--- config.mk ---
export PLATFORM = sky130hd
export DESIGN_NAME = lc3b_write_buffer
export DESIGN_NICKNAME = d
export VERILOG_FILES = /design/src/rtl/lc3b_write_buffer_pkg.sv /design/src/rtl/lc3b_wb_match.sv /design/src/rtl/lc3b_write_buffer.sv
export SDC_FILE = /design/constraint.sdc
export NUM_CORES = 1
export LEC_CHECK = 0
export ABC_AREA = 1
export BUFFER_PORTS_ARGS = -buffer_cell sky130_fd_sc_hd__buf_2
export CAP_MARGIN = 20
export CORE_MARGIN = 10
export CORE_UTILIZATION = 39
export DETAILED_ROUTE_END_ITERATION = 10
export GPL_TIMING_DRIVEN = 0
export PLACE_DENSITY = 0.56
export SYNTH_ARGS = -nofsm -noshare
export SYNTH_HDL_FRONTEND = slang
export SYNTH_SLANG_ARGS = --single-unit
--- constraint.sdc ---
create_clock -name clk -period 38.8 [get_ports clk]
set_input_delay 1.94 -clock clk [delete_from_list [all_inputs] [get_ports clk]]
set_output_delay 1.94 -clock clk [all_outputs]
set_load 0.01 [all_outputs]
--- src/rtl/lc3b_write_buffer_pkg.sv ---
// Shared types for the L1/L2 write-back buffer: line address, FSM states and
// the per-entry record held in the FIFO.
package lc3b_write_buffer_pkg;
   localparam int LC3B_LINE_W = 128;
   localparam int LC3B_ADDR_W = 16;

   typedef logic [LC3B_ADDR_W-5:0] lc3b_line_addr;

   typedef enum logic [1:0] {IDLE, RD_MISS, DRAIN} lc3b_wb_state;

   typedef struct packed {
      logic                   valid;
      lc3b_line_addr          laddr;
      logic [LC3B_LINE_W-1:0] data;
   } lc3b_wb_entry;
endpackage

--- src/rtl/lc3b_wb_match.sv ---
// Combinational newest-match search over the FIFO, walked in age order from
// head so the last hit found is the youngest copy of the line.
module lc3b_wb_match
   import lc3b_write_buffer_pkg::*;
#(
   parameter int DEPTH = 4,
   localparam int PW = $clog2(DEPTH)
) (
   input  logic [DEPTH-1:0] i_valid,
   input  lc3b_line_addr    i_tag [DEPTH],
   input  logic [PW-1:0]    i_head,
   input  logic [PW:0]      i_count,
   input  lc3b_line_addr    i_laddr,
   input  logic             i_head_lock,
   output logic             o_hit,
   output logic [PW-1:0]    o_idx,
   output logic             o_locked
);
   logic [PW-1:0] w_pos;

   always_comb begin
      o_hit = 1'b0;
      o_idx = '0;
      w_pos = '0;
      for (int k = 0; k < DEPTH; k++) begin
         w_pos = i_head + PW'(k);
         if (((PW+1)'(k) < i_count) && i_valid[w_pos] && (i_tag[w_pos] == i_laddr)) begin
            o_hit = 1'b1;
            o_idx = w_pos;
         end
      end
   end

   // Kept separate so the lock path never feeds back into the hit search.
   assign o_locked = o_hit && i_head_lock && (o_idx == i_head);
endmodule

--- src/rtl/lc3b_write_buffer.sv ---
// Eviction buffer between L1 and L2: coalesces dirty lines, serves read hits,
// forwards read misses ahead of background drains.
module lc3b_write_buffer
   import lc3b_write_buffer_pkg::*;
#(
   parameter int DEPTH        = 4,
   parameter int LINE_W       = 128,
   parameter int ADDR_W       = 16,
   parameter int DRAIN_THRESH = 1
) (
   input  logic              clk,
   input  logic              rst,
   input  logic              u_read,
   input  logic              u_write,
   input  logic [ADDR_W-1:0] u_addr,
   input  logic [LINE_W-1:0] u_wdata,
   output logic [LINE_W-1:0] u_rdata,
   output logic              u_resp,
   output logic              d_read,
   output logic              d_write,
   output logic [ADDR_W-1:0] d_addr,
   output logic [LINE_W-1:0] d_wdata,
   input  logic [LINE_W-1:0] d_rdata,
   input  logic              d_resp,
   input  logic              flush,
   output logic              empty,
   output logic              full
);
   localparam int PW = $clog2(DEPTH);
   localparam logic [PW:0] DEPTH_C  = (PW+1)'(DEPTH);
   localparam logic [PW:0] THRESH_C = (PW+1)'(DRAIN_THRESH);

   lc3b_wb_entry  r_entry [DEPTH];
   logic [PW-1:0] r_head, r_tail;
   logic [PW:0]   r_count, w_count_next;
   lc3b_wb_state  r_state, w_state_next;

   logic              r_u_resp, r_d_read, r_d_write, r_empty, r_full;
   logic [LINE_W-1:0] r_u_rdata, r_d_wdata;
   logic [ADDR_W-1:0] r_d_addr;

   logic [DEPTH-1:0] w_valid;
   lc3b_line_addr    w_tag [DEPTH];
   lc3b_line_addr    w_laddr;
   logic [PW-1:0]    w_idx;
   logic w_hit, w_locked, w_head_lock, w_req_ok, w_rd_miss, w_rd_hit, w_drain_cond;
   logic w_start_miss, w_start_drain, w_pop, w_miss_done;
   logic w_coalesce, w_push, w_wr_done;
   logic w_unused_addr;

   for (genvar gi = 0; gi < DEPTH; gi++) begin : g_tag
      assign w_valid[gi] = r_entry[gi].valid;
      assign w_tag[gi]   = r_entry[gi].laddr;
   end

   assign w_laddr       = u_addr[ADDR_W-1:4];
   assign w_unused_addr = ^u_addr[3:0];

   lc3b_wb_match #(.DEPTH(DEPTH)) u_match (
      .i_valid    (w_valid),
      .i_tag      (w_tag),
      .i_head     (r_head),
      .i_count    (r_count),
      .i_laddr    (w_laddr),
      .i_head_lock(w_head_lock),
      .o_hit      (w_hit),
      .o_idx      (w_idx),
      .o_locked   (w_locked)
   );

   assign w_req_ok     = !r_u_resp;
   assign w_rd_miss    = w_req_ok && u_read && !w_hit;
   assign w_rd_hit     = w_req_ok && u_read && w_hit;
   assign w_drain_cond = (r_count >= THRESH_C) || (flush && !r_empty);
   // The head is frozen from the edge that snapshots it into d_wdata.
   assign w_head_lock  = (r_state == DRAIN) || w_start_drain;

   assign w_coalesce = w_req_ok && u_write && w_hit && !w_locked;
   assign w_push     = w_req_ok && u_write && !w_coalesce && (r_count != DEPTH_C);
   assign w_wr_done  = w_coalesce || w_push;

   always_comb begin
      w_state_next  = r_state;
      w_start_miss  = 1'b0;
      w_start_drain = 1'b0;
      w_pop         = 1'b0;
      w_miss_done   = 1'b0;
      case (r_state)
         IDLE: begin
            if (w_rd_miss) begin
               w_state_next = RD_MISS;
               w_start_miss = 1'b1;
            end else if (w_drain_cond) begin
               w_state_next  = DRAIN;
               w_start_drain = 1'b1;
            end
         end
         RD_MISS: if (d_resp) begin
            w_state_next = IDLE;
            w_miss_done  = 1'b1;
         end
         DRAIN: if (d_resp) begin
            w_state_next = IDLE;
            w_pop        = 1'b1;
         end
         default: w_state_next = IDLE;
      endcase
   end

   always_comb begin
      case ({w_push, w_pop})
         2'b10:   w_count_next = r_count + 1'b1;
         2'b01:   w_count_next = r_count - 1'b1;
         default: w_count_next = r_count;
      endcase
   end

   always_ff @(posedge clk) begin
      if (rst) r_state <= IDLE;
      else     r_state <= w_state_next;
   end

   always_ff @(posedge clk) begin
      if (rst) begin
         for (int k = 0; k < DEPTH; k++) r_entry[k].valid <= 1'b0;
      end else begin
         for (int k = 0; k < DEPTH; k++) begin
            if (w_push && (r_tail == PW'(k))) begin
               r_entry[k] <= '{valid: 1'b1, laddr: w_laddr, data: u_wdata};
            end else begin
               if (w_coalesce && (w_idx == PW'(k))) r_entry[k].data <= u_wdata;
               if (w_pop && (r_head == PW'(k)))     r_entry[k].valid <= 1'b0;
            end
         end
      end
   end

   always_ff @(posedge clk) begin
      if (rst) begin
         r_head    <= '0;
         r_tail    <= '0;
         r_count   <= '0;
         r_empty   <= 1'b1;
         r_full    <= 1'b0;
         r_u_resp  <= 1'b0;
         r_u_rdata <= '0;
         r_d_read  <= 1'b0;
         r_d_write <= 1'b0;
         r_d_addr  <= '0;
         r_d_wdata <= '0;
      end else begin
         r_u_resp <= w_wr_done || w_rd_hit || w_miss_done;
         if (w_rd_hit)         r_u_rdata <= r_entry[w_idx].data;
         else if (w_miss_done) r_u_rdata <= d_rdata;

         if (w_start_miss) begin
            r_d_read <= 1'b1;
            r_d_addr <= {w_laddr, 4'b0000};
         end else if (w_miss_done) begin
            r_d_read <= 1'b0;
         end

         if (w_start_drain) begin
            r_d_write <= 1'b1;
            r_d_addr  <= {r_entry[r_head].laddr, 4'b0000};
            r_d_wdata <= r_entry[r_head].data;
         end else if (w_pop) begin
            r_d_write <= 1'b0;
         end

         if (w_push) r_tail <= r_tail + 1'b1;
         if (w_pop)  r_head <= r_head + 1'b1;
         r_count <= w_count_next;
         r_empty <= (w_count_next == '0);
         r_full  <= (w_count_next == DEPTH_C);
      end
   end

   assign u_resp  = r_u_resp;
   assign u_rdata = r_u_rdata;
   assign d_read  = r_d_read;
   assign d_write = r_d_write;
   assign d_addr  = r_d_addr;
   assign d_wdata = r_d_wdata;
   assign empty   = r_empty;
   assign full    = r_full;
endmodule
# Yosys cells after proc, flatten, opt, wreduce, memory -nomap -nowiden
# Memory sizes are Yosys's and may differ from the RTL's. A register that Yosys moved wholly into a read port is not among the register bits.
# Cells that the tools add are included.
# classes
reduce_logical	52
order_cmp	13
n_mux	109
add_sub_neg	6
bitwise_logic	16
eq_ne	22
# ops
cell	count
128-bit two-way mux	6
12-bit binary-select mux with 2-bit select	4
12-bit two-way mux	8
1-bit two-way mux	74
12-bit equality test	4
16-bit two-way mux	2
1-bit logical AND	31
2-bit two-way mux	9
2-bit equality test, second input constant	8
3-bit greater-or-equal comparator, second input constant	4
2-bit by 3-bit less-than comparator with 1-bit output, second input constant	4
2-bit inverter with 3-bit output	4
1-bit bitwise OR	12
2-bit by 1-bit equality test with 1-bit output, second input constant	5
1-bit binary-select mux with 2-bit select	4
2-bit zero test	4
2-bit nonzero test	4
1-bit by 3-bit less-than comparator with 1-bit output, first input constant	2
2-bit by 3-bit less-than comparator with 1-bit output, first input constant	2
3-bit inequality test, second input constant	2
3-bit case mux with 2 select lines	1
1-bit zero test	5
1-bit logical OR	5
2-bit by 1-bit adder with 2-bit output, second input constant	2
other kinds (11)	12
# totals
n_memories	1
in_bits	278
elab_cells	231
ram_bits	564
out_inout_bits	277
ff_bits	282
# mem_list
memory	depth	word_bits	read_ports	rd_ports_with_merged_regs	wr	line	rtl
r_entry	4	141	6	1	4	lc3b_write_buffer.sv:33	lc3b_wb_entry r_entry [DEPTH];

# Longest topological paths before layout
# logic_depth
ltp_word	28
ltp_mapped	34
mapped_depth_nobuf	28

# By module
# Synthesis repeated with hierarchy kept, for this count alone.
# unflattened
cells_unflattened	4267
area_unflattened_um2	38231.7
# modules_own_cells
mod	instances	cells_per_inst	seq_area_each_um2	area_each_um2
lc3b_write_buffer	1	3712	22621.7	35801.8
lc3b_wb_match	1	555	0.0	2429.8

# Worst setup path before layout
# Ideal clock, no wire load.
# synth_path
path_type	input to register
from	in u_addr[8]
to	mem r_entry[3][0] (netlist bit), enable pin
setup_ps	792
arrival_ps	12533
n_path_buf	3
path_stages	17
path_slack_ps	25475
t_required_ps	38008
cell_sequence	clkbuf_1 -> inv_1 -> nand3_1 -> nand2_1 -> nor2_1 -> nand2_1 -> nor2_1 -> nand2_1 -> nand2_1 -> nand3_1 -> nand2_1 -> nand2_4 -> inv_2 -> buf_4 -> buf_2 -> nand3_1 -> o21ai_0
# synth_rtl
item	line	rtl
from (decl)	lc3b_write_buffer.sv:15	input logic [ADDR_W-1:0] u_addr,
to (decl)	lc3b_write_buffer.sv:33	

==> results_tabular.tex <==
\begin{tabular}{lr}
\hline
Metric & Value \\
\hline
\multicolumn{2}{l}{\textbf{Run status}} \\
Run status & finished, final reports clean \\
\multicolumn{2}{l}{\textbf{STA}} \\
Worst setup margin & 31650 ps \\
Setup TNS Final & 0 ps \\
Unrepaired setup endpoints after global routing & no \\
Actual slew at the worst max-slew pin & 1250 ps \\
Worst hold margin & 463 ps \\
Post-route minimum period & 7150 ps \\
Clock tree skew after final layout & 27.2 ps \\
Maximum clock frequency & 140 MHz \\
Setup Viol. Count Final & 0 \\
Period utilisation layout & between 15 and 20\% \\
Number of slew-limit violations in the final report & 0 \\
Final Hold Viols & 0 \\
Headroom to the max-slew limit & 16.8\% \\
\multicolumn{2}{l}{\textbf{Synthesis}} \\
Most common cell in the synthesized netlist & nand2\_1 \\
Cell types with the largest area share after synthesis & edfxtp\_1 (44\%), dfxtp\_1 (15\%), nand2\_1 (11\%), nand3\_1 (6.4\%), o21ai\_0 (6.0\%) \\
Top cell type's share of synthesized area & 43.6\% \\
Synthesized instance count & about 4400 \\
Sequential area share after synthesis & 58.2\% \\
Yosys reg bits & 848 \\
Area leader, netlist & edfxtp\_1 \\
Unique masters post-synth & 33 \\
Yosys warnings & 0 \\
Ys async rst share & 0\% \\
Commonest cells in the netlist & nand2\_1 (1091), edfxtp\_1 (564), nand3\_1 (496) \\
Main synth FF type & edfxtp\_1 \\
Synth Cell Area & 38900 um\^{}2 \\
Average cell area after synthesis & 8.74 um\^{}2 \\
Number of enable flip-flop cells after synthesis & 564 \\
\multicolumn{2}{l}{\textbf{Pwr}} \\
Total leakage power & 18.8 nW \\
Clock network fraction of design power & between 30\% and 40\% \\
Sequential share of power & between 40\% and 50\% \\
Total power draw & 0.00272 W \\
Worst voltage drop across the vdd grid & 0.0369 mV \\
Net switching share of the total power & 34.2\% \\
Gate power share & 24.9\% \\
Net switching power & 0.000928 W \\
Power density relative to cell area & approximately 58 nW/um\^{}2 \\
Internal power & 0.00179 W \\
\multicolumn{2}{l}{\textbf{Clock network}} \\
TritonCTS sink count & 848 \\
CTS Buffer Depth & 3 \\
Clock tree from TritonCTS & built \\
Number of H-tree levels & 3 \\
Number of buffers added for setup after CTS & 0 \\
TritonCTS buffer count & 93 \\
Buffer type at the clock tree root & clkbuf\_16 \\
Post-CTS Hold Buffers & 0 \\
Count of cells resized by post-cts repair & 0 \\
Worst-skew pair later-pin latency & 680 ps \\
Clk slew on worst S/H paths & 60 ps \\
\multicolumn{2}{l}{\textbf{Setup path}} \\
Setup crit end kind & flop \\
Arrival @ worst endpoint & 7530 ps \\
Longest individual stage delay on the worst path & between 600 and 700 ps \\
R2R Path Start & r\_head[1]\$\_SDFFE\_PP0P\_ \\
Worst path slowest cell & buf\_1 \\
Most prevalent standard cell on the critical path & buf\_2 \\
Cell family with the largest share of critical-path delay & buffers and inverters \\
Critical path class & flop to flop \\
Required time at the worst-slack endpoint & 39180 ps \\
Critical Path Source Type & flop \\
Number of buffer and inverter stages on the critical path & 12 \\
Worst-case register-to-register setup slack & 31650 ps \\
Cell-by-cell trace of the critical path & buf\_2 -> inv\_2 -> buf\_2 -> ha\_1 -> buf\_2 -> buf\_1 -> nand3\_1 -> nand3\_1 -> nand2\_1 -> nor2\_1 -> nand2\_1 -> nor2\_1 -> nand3\_1 -> nand2\_4 -> buf\_2 -> buf\_2 -> nand3\_1 -> o21ai\_4 -> buf\_16 -> buf\_12 -> buf\_16 -> buf\_16 -> buf\_16 \\
Max Fanout on Critical Path & 17 \\
CP Launch Point & r\_head[1]\$\_SDFFE\_PP0P\_ \\
\multicolumn{2}{l}{\textbf{Placement}} \\
Post-DP HPWL & between 100 and 150 mm \\
Setup slack after placement & 31780 ps \\
Buffers added on ports & 545 \\
Cell total after placement & 6297 \\
Routability cong. & a little under 1 \\
\multicolumn{2}{l}{\textbf{Route}} \\
Number of DRC violations after detailed routing & 0 \\
Met2 Routed Length & 82.1 mm \\
Met1 WL & about 69 mm \\
Routed length per placed instance & about 27 um \\
DRC marker count from the first detailed-route iteration & approximately 4300 \\
Antenna viol nets, final & 0 \\
Uppermost layer routed & met5 \\
TritonRoute pass-1 iters & 6 \\
Post-detailed-routing wire length & 178 mm \\
Detailed-route via count & 37100 \\
Post-detailed-route via-to-cell ratio & 5.71 \\
Amount of wire on met3 after detailed routing & between 15 and 20 mm \\
\multicolumn{2}{l}{\textbf{Floorplanning}} \\
Chip Width & 336 um \\
Area of the core & 98700 um\^{}2 \\
Site row count & 115 \\
Chip height & 336 um \\
Ports & 555 \\
Area of the die & 113000 um\^{}2 \\
Initial Util & between 30\% and 40\% \\
\multicolumn{2}{l}{\textbf{GRT}} \\
Number of antenna violations at the first check in global routing & 58 \\
Global-route congestion overflow total & 0 \\
Number of global-route vias before repair & 34300 \\
Pin count of the biggest net entering global routing & 51 \\
Wire length of the first global-routing pass & 246 mm \\
Total track usage & a little under a third \\
\multicolumn{2}{l}{\textbf{Cells and area}} \\
Number of cells in the finished layout apart from fillers & 6503 \\
Net count, final & 5402 \\
Fraction of layout instances using a drive strength above 1 & 16.5\% \\
Area delta synth->final & 20.9\% \\
\multicolumn{2}{l}{\textbf{Flow run}} \\
Max-cap violations & 0 \\
\multicolumn{2}{l}{\textbf{Min path}} \\
Min-delay src & d\_wdata[118]\$\_SDFFE\_PP0N\_ \\
Min-Delay Path Class & flop to flop \\
\hline
\end{tabular}
[layout make-up]
type	instances	area (um^2)
Clock inverter	50	608
Inverter	221	830
Multi-Input combinational cell	3054	14000
Fill cell	9633	51700
Timing Repair Buffer	562	3160
Buffer	326	1460
Clock buffer	126	2640
Antenna cell	29	72.6
Sequential cell	848	22600
Tap cell	1287	1610
[worst min-delay path, stage by stage (launching register included)]
cell and delay [ps]:
dfxtp_1 310, nand2_1 60, a21oi_1 50
[final timing paths]
| kind | depth (start not counted) | end |
|---|---|---|
| setup / recovery | 23 | r_entry[3][26]$_DFFE_PP_ |
| hold / removal | 2 | d_wdata[118]$_SDFFE_PP0N_ |
| setup reg to reg | 23 | r_entry[3][26]$_DFFE_PP_ |
| hold reg to reg | 2 | d_wdata[118]$_SDFFE_PP0N_ |
[logic make-up (layout without fill, tap and decap cells)]
family	after synthesis	count (layout)	share of synthesized area [%]
xor+xnor	2	2	0.0451
fa+ha+maj	18	18	0.579
other cells	1	33	0.00965
compound gates	1065	1065	14.4
simple gates	1965	1965	20.9
flops	848	848	58.2
buf+inv	547	1285	5.87
[placed cells by master (no fill, tap or decap), drive strengths merged]
cell / synthesis / layout
nand2: 1095 / 1095
buf: 135 / 697
o21ai: 588 / 588
edfxtp: 564 / 564
nand3: 497 / 497
nor2: 338 / 338
a21oi: 324 / 324
clkbuf: 191 / 317
dfxtp: 284 / 284
inv: 220 / 224
o22ai: 71 / 71
o21bai: 42 / 42
nand4: 33 / 33
clkinv: 1 / 33
diode: 0 / 29
a31oi: 25 / 25
ha: 18 / 18
o211ai: 14 / 14
bufinv: 0 / 11
conb: 1 / 4
clkinvlp: 0 / 3
xor2: 2 / 2
nor3: 1 / 1
nand3b: 1 / 1
o221ai: 1 / 1
[flip-flops by register name, summed over array words and instances (netlist names), named ones only]
| register | cells |
|---|---|
| u_resp | 1 |
| r_head | 2 |
| d_read | 1 |
| r_entry | 564 |
| d_addr | 12 |
| full | 1 |
| d_wdata | 128 |
| empty | 1 |
| r_tail | 2 |
| u_rdata | 128 |
| r_count | 3 |
| r_state | 2 |
| d_write | 1 |
[metrics by stage]
step	area (um^2)	util, %
2_1_floorplan	38900	-
3_3_place_gp	43200	43.8
3_5_place_dp	43700	44.3
4_1_cts	46900	47.5
5_1_grt	47000	47.6
6_report	47000	47.6
[metal layers]
layer | vias to the layer above | GRT usage [%]
met5 | - | 0
met3 | 405 | 8.25
met1 | 17900 | 38.3
met2 | 2144 | 47.8
li1 | 16700 | -
met4 | 42 | 12.7
[power groups by stage]
stage / clock, W / sequential [W] / combinational, W
4_1_cts: 0.000949 / 0.00109 / 0.000666
2_1_floorplan: 0 / 0.00113 / 0.000324
3_3_place_gp: 0 / 0.00112 / 0.000657
3_5_place_dp: 0 / 0.00111 / 0.000664
5_1_grt: 0.000986 / 0.00110 / 0.000724
6_report: 0.000945 / 0.00109 / 0.000677
(Power assumes the default switching activity.)
